## src/rtl/bcd_converter_seq_if.sv

```systemverilog
// Handshake and display bus between the ALU-side controller and the BCD converter.
// The master drives start/result; the converter (slave) drives status and digits.
interface bcd_converter_seq_if;
  logic        start;
  logic [19:0] result;
  logic        busy;
  logic        done;
  logic        ovf;
  logic [3:0]  numberBits [0:3];

  modport master (
    output start, result,
    input  busy, done, ovf, numberBits
  );

  modport slave (
    input  start, result,
    output busy, done, ovf, numberBits
  );
endinterface

```

## src/rtl/bcd_converter_seq.sv

```systemverilog
// Sequential double-dabble converter: 20-bit binary to four saturated BCD digits
// plus an overflow flag, one shift step per clock, 22 cycles per conversion.
module bcd_converter_seq (
  input logic              clk,
  input logic              rst_n,
  bcd_converter_seq_if.slave bus
);

  localparam logic [1:0] IDLE   = 2'd0;
  localparam logic [1:0] SHIFT  = 2'd1;
  localparam logic [1:0] FINISH = 2'd2;

  logic [1:0]  state_reg;
  logic [19:0] shift_reg;
  logic [27:0] acc_reg;
  logic [4:0]  count_reg;
  logic        busy_reg;
  logic        done_reg;
  logic        ovf_reg;
  logic [3:0]  digits_reg [0:3];

  logic [27:0] acc_adj;
  logic [27:0] acc_next;
  logic [19:0] shift_next;
  logic        ovf_next;

  // Add-3 correction on every accumulator digit before the shift.
  generate
    for (genvar gi = 0; gi < 7; gi++) begin : g_adj
      assign acc_adj[gi*4 +: 4] = (acc_reg[gi*4 +: 4] >= 4'd5) ?
                                  acc_reg[gi*4 +: 4] + 4'd3 : acc_reg[gi*4 +: 4];
    end
  endgenerate

  assign {acc_next, shift_next} = {acc_adj[26:0], shift_reg, 1'b0};
  assign ovf_next = |acc_next[27:16];

  always_ff @(posedge clk or negedge rst_n) begin
    if (!rst_n) begin
      state_reg <= IDLE;
      shift_reg <= '0;
      acc_reg   <= '0;
      count_reg <= '0;
      busy_reg  <= 1'b0;
      done_reg  <= 1'b0;
      ovf_reg   <= 1'b0;
      for (int i = 0; i < 4; i++) digits_reg[i] <= 4'd0;
    end else begin
      case (state_reg)
        IDLE: begin
          done_reg <= 1'b0;
          if (bus.start) begin
            shift_reg <= bus.result;
            acc_reg   <= '0;
            count_reg <= '0;
            busy_reg  <= 1'b1;
            state_reg <= SHIFT;
          end
        end
        SHIFT: begin
          acc_reg   <= acc_next;
          shift_reg <= shift_next;
          count_reg <= count_reg + 5'd1;
          if (count_reg == 5'd19) begin
            // Last step: publish the post-shift digits, saturating on overflow.
            ovf_reg  <= ovf_next;
            for (int i = 0; i < 4; i++)
              digits_reg[i] <= ovf_next ? 4'd9 : acc_next[(3-i)*4 +: 4];
            busy_reg  <= 1'b0;
            done_reg  <= 1'b1;
            state_reg <= FINISH;
          end
        end
        FINISH: begin
          done_reg  <= 1'b0;
          state_reg <= IDLE;
        end
        default: begin
          busy_reg  <= 1'b0;
          done_reg  <= 1'b0;
          state_reg <= IDLE;
        end
      endcase
    end
  end

  assign bus.busy = busy_reg;
  assign bus.done = done_reg;
  assign bus.ovf  = ovf_reg;

  generate
    for (genvar gi = 0; gi < 4; gi++) begin : g_out
      assign bus.numberBits[gi] = digits_reg[gi];
    end
  endgenerate

endmodule

```

## src/flat_wrapper.sv

```systemverilog
// flat-port wrapper written by rule: the top's interface ports become plain ports
module bcd_converter_seq_flat 
  (clk, rst_n, bus_start, bus_result, bus_busy, bus_done, bus_ovf, bus_numberBits);
  bcd_converter_seq_if bus_i ();
  input logic clk;
  input logic rst_n;
  input wire logic [$bits(bus_i.start)-1:0] bus_start;
  input wire logic [$bits(bus_i.result)-1:0] bus_result;
  output wire logic [$bits(bus_i.busy)-1:0] bus_busy;
  output wire logic [$bits(bus_i.done)-1:0] bus_done;
  output wire logic [$bits(bus_i.ovf)-1:0] bus_ovf;
  output wire logic [$bits(bus_i.numberBits)-1:0] bus_numberBits;
  assign bus_i.start = bus_start;
  assign bus_i.result = bus_result;
  assign bus_busy = bus_i.busy;
  assign bus_done = bus_i.done;
  assign bus_ovf = bus_i.ovf;
  assign bus_numberBits = {>>{bus_i.numberBits}};
  bcd_converter_seq u_core (.clk(clk), .rst_n(rst_n), .bus(bus_i));
endmodule
```

## config.mk

```make
export PLATFORM = sky130hd
export DESIGN_NAME = bcd_converter_seq_flat
export DESIGN_NICKNAME = d
export VERILOG_FILES = /design/src/rtl/bcd_converter_seq_if.sv /design/src/rtl/bcd_converter_seq.sv /design/src/flat_wrapper.sv
export SDC_FILE = /design/constraint.sdc
export NUM_CORES = 1
export LEC_CHECK = 0
export ABC_AREA = 1
export CORE_ASPECT_RATIO = 1.4
export CORE_MARGIN = 2
export CORE_UTILIZATION = 40
export CTS_BUF_LIST = sky130_fd_sc_hd__clkbuf_4 sky130_fd_sc_hd__clkbuf_8 sky130_fd_sc_hd__clkbuf_16
export DETAILED_ROUTE_END_ITERATION = 10
export PLACE_DENSITY_LB_ADDON = 0.08
export SYNTH_ARGS = -nofsm -noshare
export SYNTH_HDL_FRONTEND = slang
export SYNTH_SLANG_ARGS = --single-unit
```

## constraint.sdc

```tcl
create_clock -name clk -period 1.8 [get_ports clk]
set_clock_uncertainty 0.05 [all_clocks]
set_input_delay 0.45 -clock clk [delete_from_list [all_inputs] [get_ports clk]]
set_output_delay 0.45 -clock clk [all_outputs]
set_load 0.005 [all_outputs]
```

# Yosys cells after proc, flatten, opt, wreduce, memory -nomap -nowiden
# Cells that the tools add are included.
[word_totals] ff_bits=74 output_inout_bits=19 inputBits=23 wordCells=64
[classes] n_bitwise=1 add_sub_neg=8 n_eq_ne=5 magnitude_cmp=7 reduce_logical=7 mux=25
[ops] cell="28-bit case mux with 2 select lines" count=1
[ops] cell="4-bit 2-to-1 mux" count=10
[ops] cell="20-bit case mux with 2 select lines" count=1
[ops] cell="4-bit by 3-bit greater-or-equal comparator with 1-bit output, second input constant" count=7
[ops] cell="28-bit 2-to-1 mux" count=1
[ops] cell="4-bit by 2-bit adder with 4-bit output, second input constant" count=6
[ops] cell="20-bit 2-to-1 mux" count=1
[ops] cell="12-bit OR reduction" count=1
[ops] cell="5-bit case mux with 2 select lines" count=1
[ops] cell="2-bit AND reduction" count=3
[ops] cell="5-bit by 1-bit adder with 5-bit output, second input constant" count=1
[ops] cell="5-bit == test, second input constant" count=1
[ops] cell="5-bit 2-to-1 mux" count=1
[ops] cell="1-bit 2-to-1 mux" count=4
[ops] cell="2-bit 2-to-1 mux" count=2
[ops] cell="2-bit case mux with 2 select lines" count=1
[ops] cell="3-bit by 2-bit adder with 3-bit output, second input constant" count=1
[ops] cell="3-bit 2-to-1 mux" count=1
[ops] cell="1-bit case mux with 3 select lines" count=1
[ops] cell="3-bit AND reduction" count=1
[ops] cell="2-bit by 1-bit == test with 1-bit output, second input constant" count=1
[ops] cell="2-bit == test, second input constant" count=1
[ops] cell="2-bit logical NOT" count=1
[ops] cell="2-bit by 1-bit != test with 1-bit output, second input constant" count=1
[ops] cell="other kinds (3)" count=3

# Depth between registers and ports, before layout
[logic_depth] depth_word=4 depth_mapped=13 ltp_nobuf=12

# Worst setup path after synthesis
# Ideal clock, no wire load.
[synth_path] path_kind="reg2reg" startpoint="reg u_core.acc_reg[16]" endpoint="reg u_core.digits_reg (netlist bit u_core.bus.numberBits[7])" required_time_ns=1.636 period_less_slack_ns=1.649 setup_slack_ns=0.151 arrival_ns=1.485 n_path_buf=1 stages_incl_launch_ff=13 setup_ns=0.114 path_cell_list="dfrtp_1 -> inv_1 -> ha_1 -> inv_1 -> nand2_1 -> nand3_2 -> nand2_1 -> nand3_1 -> nor2_2 -> nand3_2 -> buf_6 -> nor2_4 -> nor2_1"
[synth_between] elab_chain_len=4 word_cells_on_any_way=5 cone_classes="add/sub (1); order compare (1); mux (2); reduce/logical (1)"
[synth_lines] item="from (decl)" line="bcd_converter_seq.sv:15" rtl="logic [27:0] acc_reg;"
[synth_lines] item="from (signal assigned)" line="bcd_converter_seq.sv:61" rtl="acc_reg <= acc_next;"
[synth_lines] item="4-bit by 2-bit adder with 4-bit output or 4-bit by 3-bit greater-or-equal comparator with 1-bit output (tied branches)" line="bcd_converter_seq.sv:31, bcd_converter_seq.sv:30"
[synth_lines] item="4-bit 2-to-1 mux *" line="bcd_converter_seq.sv:30" rtl="assign acc_adj[gi*4 +: 4] = (acc_reg[gi*4 +: 4] >= 4'd5) ?"
[synth_lines] item="12-bit OR reduction *" line="bcd_converter_seq.sv:36" rtl="assign ovf_next = |acc_next[27:16];"
[synth_lines] item="4-bit 2-to-1 mux *" line="bcd_converter_seq.sv:68" rtl="digits_reg[i] <= ovf_next ? 4'd9 : acc_next[(3-i)*4 +: 4];"
[synth_lines] item="to (signal, indexed assignment)" line="bcd_converter_seq.sv:68"
[synth_lines] item="to (decl)" line="bcd_converter_seq.sv:20" rtl="logic [3:0] digits_reg [0:3];"
# Every way passes the cells marked *; elsewhere a longest branch is shown, timed or not.
# A chain may end at the register's enable or synchronous reset.

# Worst setup path after layout
[layout_path] startpoint="reg u_core.acc_reg[16]" endpoint="reg u_core.digits_reg (netlist bit u_core.bus.numberBits[1])"
# Same word-level chain as after synthesis.

==> impl_metrics.json <==
{
  "startpoint": "u_core.acc_reg[16]",
  "hpwl_mm": 5.930,
  "grt_max_degree": 27,
  "outcome": "finished, final reports clean",
  "synth_compound_area_share_pct": 14.63,
  "power_density_nw_per_um2": 1847,
  "timing.rr.end": "u_core.bus.numberBits[1]",
  "die_h_microns": 118.3,
  "power_mw": 9.496,
  "reg2regPathDepth": 12,
  "gr-total-overflow": 0,
  "gp_congestion": 0.7967,
  "required_ns": 2.01,
  "end_kind": "flop",
  "cts_root_buffer": "clkbuf_16",
  "yosysWarnings": 0,
  "avgSynthCellArea_sq_um": 8.694,
  "setup_viol_count_final": 0,
  "syn-instance-count": 429,
  "synthAdderAreaFrac_pct": 5.032,
  "clk_latency_ns": 0.33,
  "tightestPinTransition_ns": 0.3681,
  "fin_crit_ns": 1.788,
  "synth_xor_area_share_pct": 1.879,
  "ant_nets": 0,
  "yosysSeqAreaShare_pct": 49.65,
  "mostFrequentLayoutCells": "nand2_1, dfrtp_1, inv_1, buf_4, clkdlybuf4s50_1",
  "period_share_pct": 99.31,
  "drtIter0Drc": 190,
  "p_leak_nw": 2.471,
  "die_area_sq_um": 10120,
  "largest_register_ffs": 28,
  "grt_pass1_wl_mm": 14.43,
  "stdcell_area_sq_um": 5141,
  "rsz0062_at_grt": "true",
  "hold_viol": 0,
  "r2r_start": "u_core.acc_reg[16]",
  "final_common_cell": "nand2_1",
  "synth_mux_area_share_pct": 0.8051,
  "num_rows": 41,
  "ios": 42,
  "wire_per_inst_microns": 14.15,
  "crit_chain": "inv_2, ha_4, inv_1, nand2_2, nand3_4, nand2_2, nand2_2, nand2_1, nor2_2, nand3_4, buf_12, o21ai_2",
  "peakVddDrop_mv": 0.8355,
  "crit_end": "u_core.bus.numberBits[1]",
  "antenna_found_initial": 0,
  "drc": 0,
  "grt_pass1_vias": 3064,
  "synth_top_family_by_area": "simple AND/OR/NAND/NOR gates",
  "drv_slew": 0,
  "detail_route.first_pass.iterations": 4,
  "die_w_microns": 85.61,
  "fin_nets": 553,
  "fmax_mhz": 559.4,
  "cp_max_fo": 5,
  "diodes": 0,
  "vias_per_cell": 5.072,
  "dpl-instance-area_sq_um": 4494,
  "htree_levels": 3,
  "yosysUniqueCellTypes": 30,
  "regToRegSetupSlack_ns": 0.01,
  "setup.worst_path.start_class": "flop",
  "cts_made_buffers": 9,
  "ctsLongestPathBuffers": 2,
  "core-area_sq_um": 9029,
  "cts_tree": "yes",
  "syn_area_sq_um": 3730,
  "hold_path.class": "reg -> reg",
  "portBuffers": 41,
  "clock_sinks": 74,
  "grt_usage_pct": 17.96,
  "maxCapViolCount": 0,
  "path_class": "reg -> reg",
  "crit_path_frequent_cell": "nand2_2",
  "clk_pin_slew_ns": 0.06,
  "max_slew_margin_pct": 75.46,
  "initial_utilization_pct": 41.31,
  "drive_above_1_share_pct": 24.32,
  "critPathSlowestCell": "dfrtp_1",
  "synth-seq-cells": 74,
  "syn_nets": 467,
  "synth-simple-area-share_pct": 19.93,
  "vias": 3170,
  "arrival_ns": 1.99,
  "cpPeakStageDelay_ns": 0.40,
  "synthToLayoutAreaGrowth_pct": 37.84,
  "drt-total-wl_mm": 8.844
}
layout make-up:
type	count	area, sq um
fillers	799	3887
flip-flops and latches	74	1852
multi-input cells	282	1758
repair buffers	91	873.3
clock buffers	9	225.2
inverters	57	217.7
well taps	107	133.9
clock inverters	5	81.33
metrics by stage:
stage	hold slack (ns)	TNS (ns)	cells	setup WS, ns	util [%]
after global placement	0.3425	-0.4828	597	-0.05498	49.78
after global routing	0.4412	-1.507	625	-0.1059	56.94
final	0.4293	0	625	0.01238	56.94
after floorplan	0.1044	0	429	0.1508	-
after CTS	0.4326	0	612	0.0008671	53.51
after detailed placement	0.3509	-0.4880	597	-0.06719	49.78
cell usage after synthesis:
master / number / area, sq um
a21oi_1: 8 / 40.04
a21oi_4: 1 / 16.27
a22o_1: 1 / 8.760
a22oi_1: 12 / 90.09
buf_2: 10 / 50.05
buf_4: 2 / 15.01
buf_6: 1 / 11.26
clkbuf_1: 3 / 11.26
dfrtp_1: 74 / 1852
ha_1: 15 / 187.7
inv_1: 55 / 206.5
inv_2: 2 / 7.510
mux2i_1: 3 / 30.03
nand2_1: 115 / 431.7
nand2_2: 6 / 37.54
nand3_1: 18 / 90.09
nand3_2: 3 / 30.03
nand4_1: 7 / 43.79
nor2_1: 9 / 33.78
nor2_2: 2 / 12.51
nor2_4: 2 / 22.52
nor3_1: 2 / 10.01
o211ai_1: 3 / 22.52
o21ai_0: 36 / 180.2
o21ai_2: 7 / 61.31
o22ai_1: 16 / 100.1
o32ai_1: 3 / 26.28
or2_1: 1 / 6.260
or2_2: 4 / 25.02
xor2_1: 8 / 70.07
kinds of logic after synthesis:
kind of cell	after synthesis
multiplexers	3
flip-flops	74
XOR/XNOR	8
adder cells (fa/ha/maj)	15
AO/OA/AOI/OAI	87
buffers and inverters	73
AND/OR/NAND/NOR	169
layer usage:
layer  global-route usage (%)  vias up  part of all wire (%)
met5                        0        -                     0
met4                    6.944        0                   1.4
met3                    3.212       10                   3.2
met2                    30.22       52                    52
met1                    22.65     1527                    43
li1                         -     1581                     -
worst min-delay path by stage:
| stage | startpoint | end | slack [ns] | cells past startpoint |
|---|---|---|---|---|
| 6_report | u_core.bus.numberBits[13] | u_core.bus.numberBits[13] | 0.43 | 2 |
| 5_1_grt | u_core.count_reg[4] | u_core.count_reg[4] | 0.44 | 1 |
| 4_1_cts | u_core.shift_reg[17] | u_core.shift_reg[17] | 0.43 | 2 |
| 3_5_place_dp | rst_n | u_core.acc_reg[14] | 0.35 | 1 |
| 3_3_place_gp | rst_n | u_core.acc_reg[14] | 0.34 | 1 |
| 2_1_floorplan | rst_n | u_core.acc_reg[0] | 0.10 | 0 |
report_power, final:
group	internal [mW]	switching (mW)	leakage (nW)
clock network	1.20	0.674	0.147
logic	2.14	2.64	1.42
registers	2.37	0.477	0.900
total	5.71	3.79	2.47
worst max-delay path, delay by kind of cell, from the launching register on:
family / cells / cell delay [ns]
and+or+nand+nor: 7 / 0.68
DFF: 1 / 0.40
buffers and inverters: 3 / 0.31
adders and majority gates: 1 / 0.16
AOI/OAI and AO/OA: 1 / 0.13
timing repair:
action	4_1_cts	5_1_grt
hold buffers	1	0
setup buffers	0	12
gates resized for setup	7	48
pin swaps	0	12
setup endpoints to repair	17	18
cloned	0	1
hold endpoints to repair	14	0
Power figures use the tool's default switching activity.
